$ cat src/rtl/recfg_pkg.sv
// Shared definitions for the reconfigurable systolic array scheduler:
// array mode encodings, scheduler state type and mode helpers.
package recfg_pkg;

    localparam logic [2:0] MODE_MAC      = 3'b000;
    localparam logic [2:0] MODE_EWM_MAT  = 3'b001;
    localparam logic [2:0] MODE_EWM_VEC  = 3'b010;
    localparam logic [2:0] MODE_EWM_OUT  = 3'b011;
    localparam logic [2:0] MODE_EWA_VEC  = 3'b100;
    localparam logic [2:0] MODE_EWA_MAT  = 3'b101;
    localparam logic [2:0] MODE_EWM_MAT2 = 3'b110;

    typedef enum logic [2:0] {
        S_IDLE,
        S_FETCH,
        S_ISSUE,
        S_WAIT,
        S_RESP
    } sched_state_t;

    function automatic logic is_mac(input logic [2:0] mode);
        return mode == MODE_MAC;
    endfunction

    function automatic logic is_legal(input logic [2:0] mode);
        return mode != 3'b111;
    endfunction

endpackage

$ cat src/rtl/recfg_tile_sched.sv
// Tile scheduler sequencing fetch/issue/wait per K tile for recfg_array.
// Optional WAIT watchdog enabled by defining RECFG_SCHED_TIMEOUT_EN.
module recfg_tile_sched
    import recfg_pkg::*;
#(
    parameter int TILE_SIZE   = 16,
    parameter int MAX_KTILES  = 16,
    parameter int ADDR_W      = 8,
    parameter int TAG_W       = 4,
    parameter int TIMEOUT_CYC = 256,
    parameter int KT_W        = $clog2(MAX_KTILES + 1),
    parameter int BEAT_W      = $clog2(TILE_SIZE)
) (
    input  logic              clk,
    input  logic              rst,
    input  logic              cmd_valid,
    output logic              cmd_ready,
    input  logic [2:0]        cmd_mode,
    input  logic [KT_W-1:0]   cmd_ktiles,
    input  logic [ADDR_W-1:0] cmd_base,
    input  logic [TAG_W-1:0]  cmd_tag,
    output logic              opnd_req,
    output logic [ADDR_W-1:0] opnd_addr,
    input  logic              opnd_ack,
    output logic              arr_valid_in,
    output logic [2:0]        arr_mode,
    output logic              arr_accumulate_en,
    output logic [BEAT_W-1:0] arr_beat,
    input  logic              arr_done_tile,
    output logic              psum_wr,
    output logic              res_wr,
    output logic              rsp_valid,
    input  logic              rsp_ready,
    output logic [TAG_W-1:0]  rsp_tag,
    output logic              rsp_err,
    output logic              busy
);

    sched_state_t      state;
    logic [2:0]        mode_q;
    logic [TAG_W-1:0]  tag_q;
    logic [ADDR_W-1:0] base_q;
    logic [KT_W-1:0]   k;
    logic [KT_W-1:0]   klast;
    logic [BEAT_W-1:0] beat;
    logic              err_q;
    logic              illegal;
    logic              in_tile;
    logic              done_ok;
    logic [BEAT_W-1:0] last_beat;

`ifdef RECFG_SCHED_TIMEOUT_EN
    localparam int WD_W = $clog2(TIMEOUT_CYC + 1);
    logic [WD_W-1:0] wd;
`endif

    assign illegal = !is_legal(cmd_mode)
                  || (is_mac(cmd_mode) && cmd_ktiles > KT_W'(MAX_KTILES));
    assign last_beat = is_mac(mode_q) ? BEAT_W'(TILE_SIZE - 1) : '0;
    assign in_tile = (state == S_FETCH) || (state == S_ISSUE)
                  || (state == S_WAIT);
    assign done_ok = (state == S_WAIT) && arr_done_tile;

    assign cmd_ready         = (state == S_IDLE);
    assign busy              = (state != S_IDLE);
    assign opnd_req          = (state == S_FETCH);
    assign opnd_addr         = opnd_req ? base_q + ADDR_W'(k) : '0;
    assign arr_valid_in      = (state == S_ISSUE);
    assign arr_beat          = arr_valid_in ? beat : '0;
    assign arr_mode          = mode_q;
    assign arr_accumulate_en = in_tile && (k != '0);
    assign psum_wr           = done_ok && (k != klast);
    assign res_wr            = done_ok && (k == klast);
    assign rsp_valid         = (state == S_RESP);
    assign rsp_tag           = rsp_valid ? tag_q : '0;
    assign rsp_err           = rsp_valid && err_q;

    always_ff @(posedge clk) begin
        if (rst) begin
            state  <= S_IDLE;
            mode_q <= '0;
            tag_q  <= '0;
            base_q <= '0;
            k      <= '0;
            klast  <= '0;
            beat   <= '0;
            err_q  <= 1'b0;
`ifdef RECFG_SCHED_TIMEOUT_EN
            wd     <= '0;
`endif
        end else begin
            unique case (state)
                S_IDLE: if (cmd_valid) begin
                    mode_q <= cmd_mode;
                    tag_q  <= cmd_tag;
                    base_q <= cmd_base;
                    k      <= '0;
                    beat   <= '0;
                    // klast holds n_k-1; ktiles of 0 still runs one tile
                    klast  <= (is_mac(cmd_mode) && cmd_ktiles != '0)
                            ? cmd_ktiles - 1'b1 : '0;
                    err_q  <= illegal;
                    state  <= illegal ? S_RESP : S_FETCH;
                end
                S_FETCH: if (opnd_ack) begin
                    beat  <= '0;
                    state <= S_ISSUE;
                end
                S_ISSUE: begin
                    if (beat == last_beat) begin
                        state <= S_WAIT;
`ifdef RECFG_SCHED_TIMEOUT_EN
                        wd    <= '0;
`endif
                    end else begin
                        beat <= beat + 1'b1;
                    end
                end
                S_WAIT: begin
                    if (arr_done_tile) begin
                        if (k == klast) begin
                            state <= S_RESP;
                        end else begin
                            k     <= k + 1'b1;
                            state <= S_FETCH;
                        end
                    end
`ifdef RECFG_SCHED_TIMEOUT_EN
                    else if (wd == WD_W'(TIMEOUT_CYC - 1)) begin
                        err_q <= 1'b1;
                        state <= S_RESP;
                    end else begin
                        wd <= wd + 1'b1;
                    end
`endif
                end
                S_RESP: if (rsp_ready) begin
                    mode_q <= '0;
                    err_q  <= 1'b0;
                    state  <= S_IDLE;
                end
                default: state <= S_IDLE;
            endcase
        end
    end

endmodule
$ cat config.mk
export PLATFORM = sky130hd
export DESIGN_NAME = recfg_tile_sched
export DESIGN_NICKNAME = d
export VERILOG_FILES = /design/src/rtl/recfg_pkg.sv /design/src/rtl/recfg_tile_sched.sv
export SDC_FILE = /design/constraint.sdc
export NUM_CORES = 1
export LEC_CHECK = 0
export CAP_MARGIN = 0
export CORE_UTILIZATION = 48
export CTS_CLUSTER_DIAMETER = 50
export DETAILED_ROUTE_END_ITERATION = 8
export GPL_ROUTABILITY_DRIVEN = 0
export HOLD_SLACK_MARGIN = 0.03
export PLACE_DENSITY_LB_ADDON = 0.12
export SYNTH_ARGS = -nofsm -noshare
export SYNTH_HDL_FRONTEND = slang
export SYNTH_SLANG_ARGS = --single-unit
$ cat constraint.sdc
create_clock -name clk -period 3 [get_ports clk]
set_clock_uncertainty 0.2 [all_clocks]
set_input_delay 0.45 -clock clk [delete_from_list [all_inputs] [get_ports clk]]
set_output_delay 0.45 -clock clk [all_outputs]
set_load 0.01 [all_outputs]
==> results_dict.tcl <==
set metrics [dict create \
    outcome "finished, final reports clean" \
    vias 1809 \
    crit_path_top_delay_cell "clkdlybuf4s50_1" \
    cts_root_buf "clkbuf_8" \
    cts_setup_buffers 0 \
    coreArea_um2 3799 \
    p_per_area_nw_per_um2 613.6 \
    setup-tns-final_ns 0 \
    grt_overflow_total 0 \
    row_count 22 \
    finalNetCount 319 \
    max_slew_margin_pct 61.78 \
    diodes 0 \
    synthDistinctLibCells 54 \
    cts_buffers 5 \
    fin_crit_ns 2.851 \
    syn-mean-instance-area_um2 8.865 \
    drc 0 \
    ys.warnings.count 0 \
    die_h_um 66.18 \
    fillers 317 \
    critPathArrivalTime_ns 2.20 \
    synth_area_leader_cell "dfxtp_1" \
    final-max-slew-violation-count 0 \
    worstPathMaxFanout 6 \
    vias_per_cell 5.449 \
    leakagePower_nw 1.147 \
    postCtsHoldBufs 0 \
    hp-class "flop to flop" \
    final-setup-viol-count 0 \
    synth_edf_count 0 \
    port_buffers 53 \
    drive_above_1_share_pct 12.32 \
    async_flop_share_pct 0 \
    ys_ff_latch 33 \
    place_hpwl_um 3388 \
    cap_violations 0 \
    grt_pass1_wl_um 7245 \
    drtPass1Iterations 4 \
    syn2layout_area_growth_pct 36.08 \
    wl_per_cell_um 13.42 \
    crit_path_end_kind "output port" \
    drt_iter0_markers 90 \
    path_cells "ha_1 -> a21o_1 -> a21o_1 -> a21oi_1 -> mux2i_1 -> nand2_1 -> clkdlybuf4s50_1" \
    cp.required_ns 2.35 \
    yosysTopAreaCellShare_pct 33.42 \
    syn_inst 223 \
    cp_common_cell "a21o_1" \
    clock_latency_ns 0.28 \
    initial_core_util_pct 52.04 \
    synthTopCellsByArea "dfxtp_1, a22o_1, ha_1" \
    vdd_drop_max_mv 0.3321 \
    final_util_pct 70.82 \
    cts.htree.levels 2 \
    synth_flop_cell "dfxtp_1" \
    worstMarginPinSlew_ns 0.5711 \
    yosysSeqAreaShare_pct 33.42 \
    finalHoldViolCount 0 \
    grt_use_total_pct 21.89 \
    fmax_ghz 0.3507 \
    io_pins 54 \
    cts_sinks 33 \
    dieArea_um2 4379 \
    cts_buffer_depth 2 \
    die_x_um 66.18 \
    grt_max_degree 20 \
    post-route-period-util_pct 95.04 \
    postRouteAntennaNets 0 \
    wl_um 4455 \
    syn_nets 259 \
    syn_area_um2 1977 \
    clk_pin_slew_ns 0.06 \
    grt_pass1_vias 1658 \
    tritoncts "yes" \
    rsz0062_at_grt "false" \
    cpPeakStageDelay_ns 0.47 \
    start_kind "flop" \
    antenna_found_initial 0 \
    crit_type "flop to output port" \
]
metal layers:
metal	global-route usage, %	routed length, um	vias up
li1	-	-	929
met1	26.26	2121	836
met2	37.76	2108	38
met3	5.517	185	6
met4	7.181	40	0
met5	0	0	-
layout by cell type (no fill, tap or decap), drive strengths merged, types with 2 or more instances in the layout:
master	instances
clkdlybuf4s50	49
dfxtp	33
nor2	17
a22o	16
nand2	16
a21oi	12
o21ai	11
and3	10
xnor2	10
inv	10
ha	9
buf	9
nor3	9
clkbuf	8
nand3	7
or3	5
nand2b	5
mux2i	5
o31ai	4
a21o	3
and2	3
o211ai	3
nand3b	2
nor3b	2
o21bai	2
dlygate4sd2	2
nor4	2
or2	2
mux2	2
worst paths after layout:
| check | start | endpoint | slack (ns) | cells past startpoint |
|---|---|---|---|---|
| worst max-delay path | k[1] | opnd_addr[5] | 0.15 | 7 |
| worst min-delay path | klast[3] | klast[3] | 0.26 | 2 |
| worst max register to register | state[0] | k[3] | 0.98 | 7 |
| worst min register to register | klast[3] | klast[3] | 0.26 | 2 |
cell usage after synthesis, types with 2 or more instances:
cell type and n:
nor3b_1 2, buf_2 4, nand2_1 15, o31ai_1 3, a21o_1 3, mux2i_1 4
and2_1 3, or3_1 5, and3_1 10, xnor2_1 10, a22o_1 16, o21bai_1 2
nand2b_1 5, dfxtp_1 33, clkbuf_1 4, inv_1 9, o21ai_0 6, o211ai_1 3
a21oi_1 11, nand3_1 7, nand3b_1 2, o21ai_1 5, nor3_1 8, nor2_1 15
ha_1 9
flip-flops by register name (all words and copies together), names as in the netlist:
register / cells
base_q: 8
k: 5
klast: 5
beat: 4
tag_q: 4
arr_mode: 3
state: 3
err_q: 1
where the power goes:
| part | switching, mW | internal [mW] |
|---|---|---|
| combinational | 0.374 | 0.342 |
| sequential | 0.0682 | 0.500 |
| clock | 0.159 | 0.207 |
stage by stage:
step                      hold WS, ns  cells  total power [mW]  area [um2]  setup slack [ns]
after floorplan                0.2340    223             1.036        1977            0.5221
after global placement         0.2507    324             1.287        2589           0.09590
after detailed placement       0.2551    324             1.293        2589           0.05027
after CTS                      0.2643    332             1.659        2690           0.01311
after global routing           0.2952    332             1.749        2690           0.04680
final                          0.2606    332             1.651        2690            0.1489
repair_timing:
item	in CTS	in global routing
endpoints found under the hold margin	0	0
gates resized for setup	5	5
setup endpoints to repair	3	3
area by class of cell:
| type | count | area [um2] | area share [%] |
|---|---|---|---|
| well taps | 48 | 60.06 | 2.233 |
| flip-flops and latches | 33 | 665.6 | 24.74 |
| repair buffers | 62 | 593.1 | 22.05 |
| multi-input cells | 171 | 1232 | 45.81 |
| clock inverters | 1 | 5.005 | 0.1860 |
| inverters | 10 | 37.54 | 1.395 |
| clock buffers | 7 | 96.34 | 3.581 |
cells by family after synthesis:
kind of cell	count (synthesis)	share of synthesized area [%]
AND/OR/NAND/NOR	86	24.75
AO/OA/AOI/OAI	57	21.71
flip-flops	33	33.42
buffers and inverters	19	4.240
XOR/XNOR	11	4.873
adder cells (fa/ha/maj)	10	6.709
multiplexers	7	4.304
worst max-delay path: cells and delay by family, from the launching register on:
kind,cells,cell delay (ns)
buf+inv,1,0.47
mux,1,0.19
fa+ha+maj,1,0.28
simple gates,1,0.07
flops,1,0.37
compound gates,3,0.55
(Power assumes the default switching activity.)
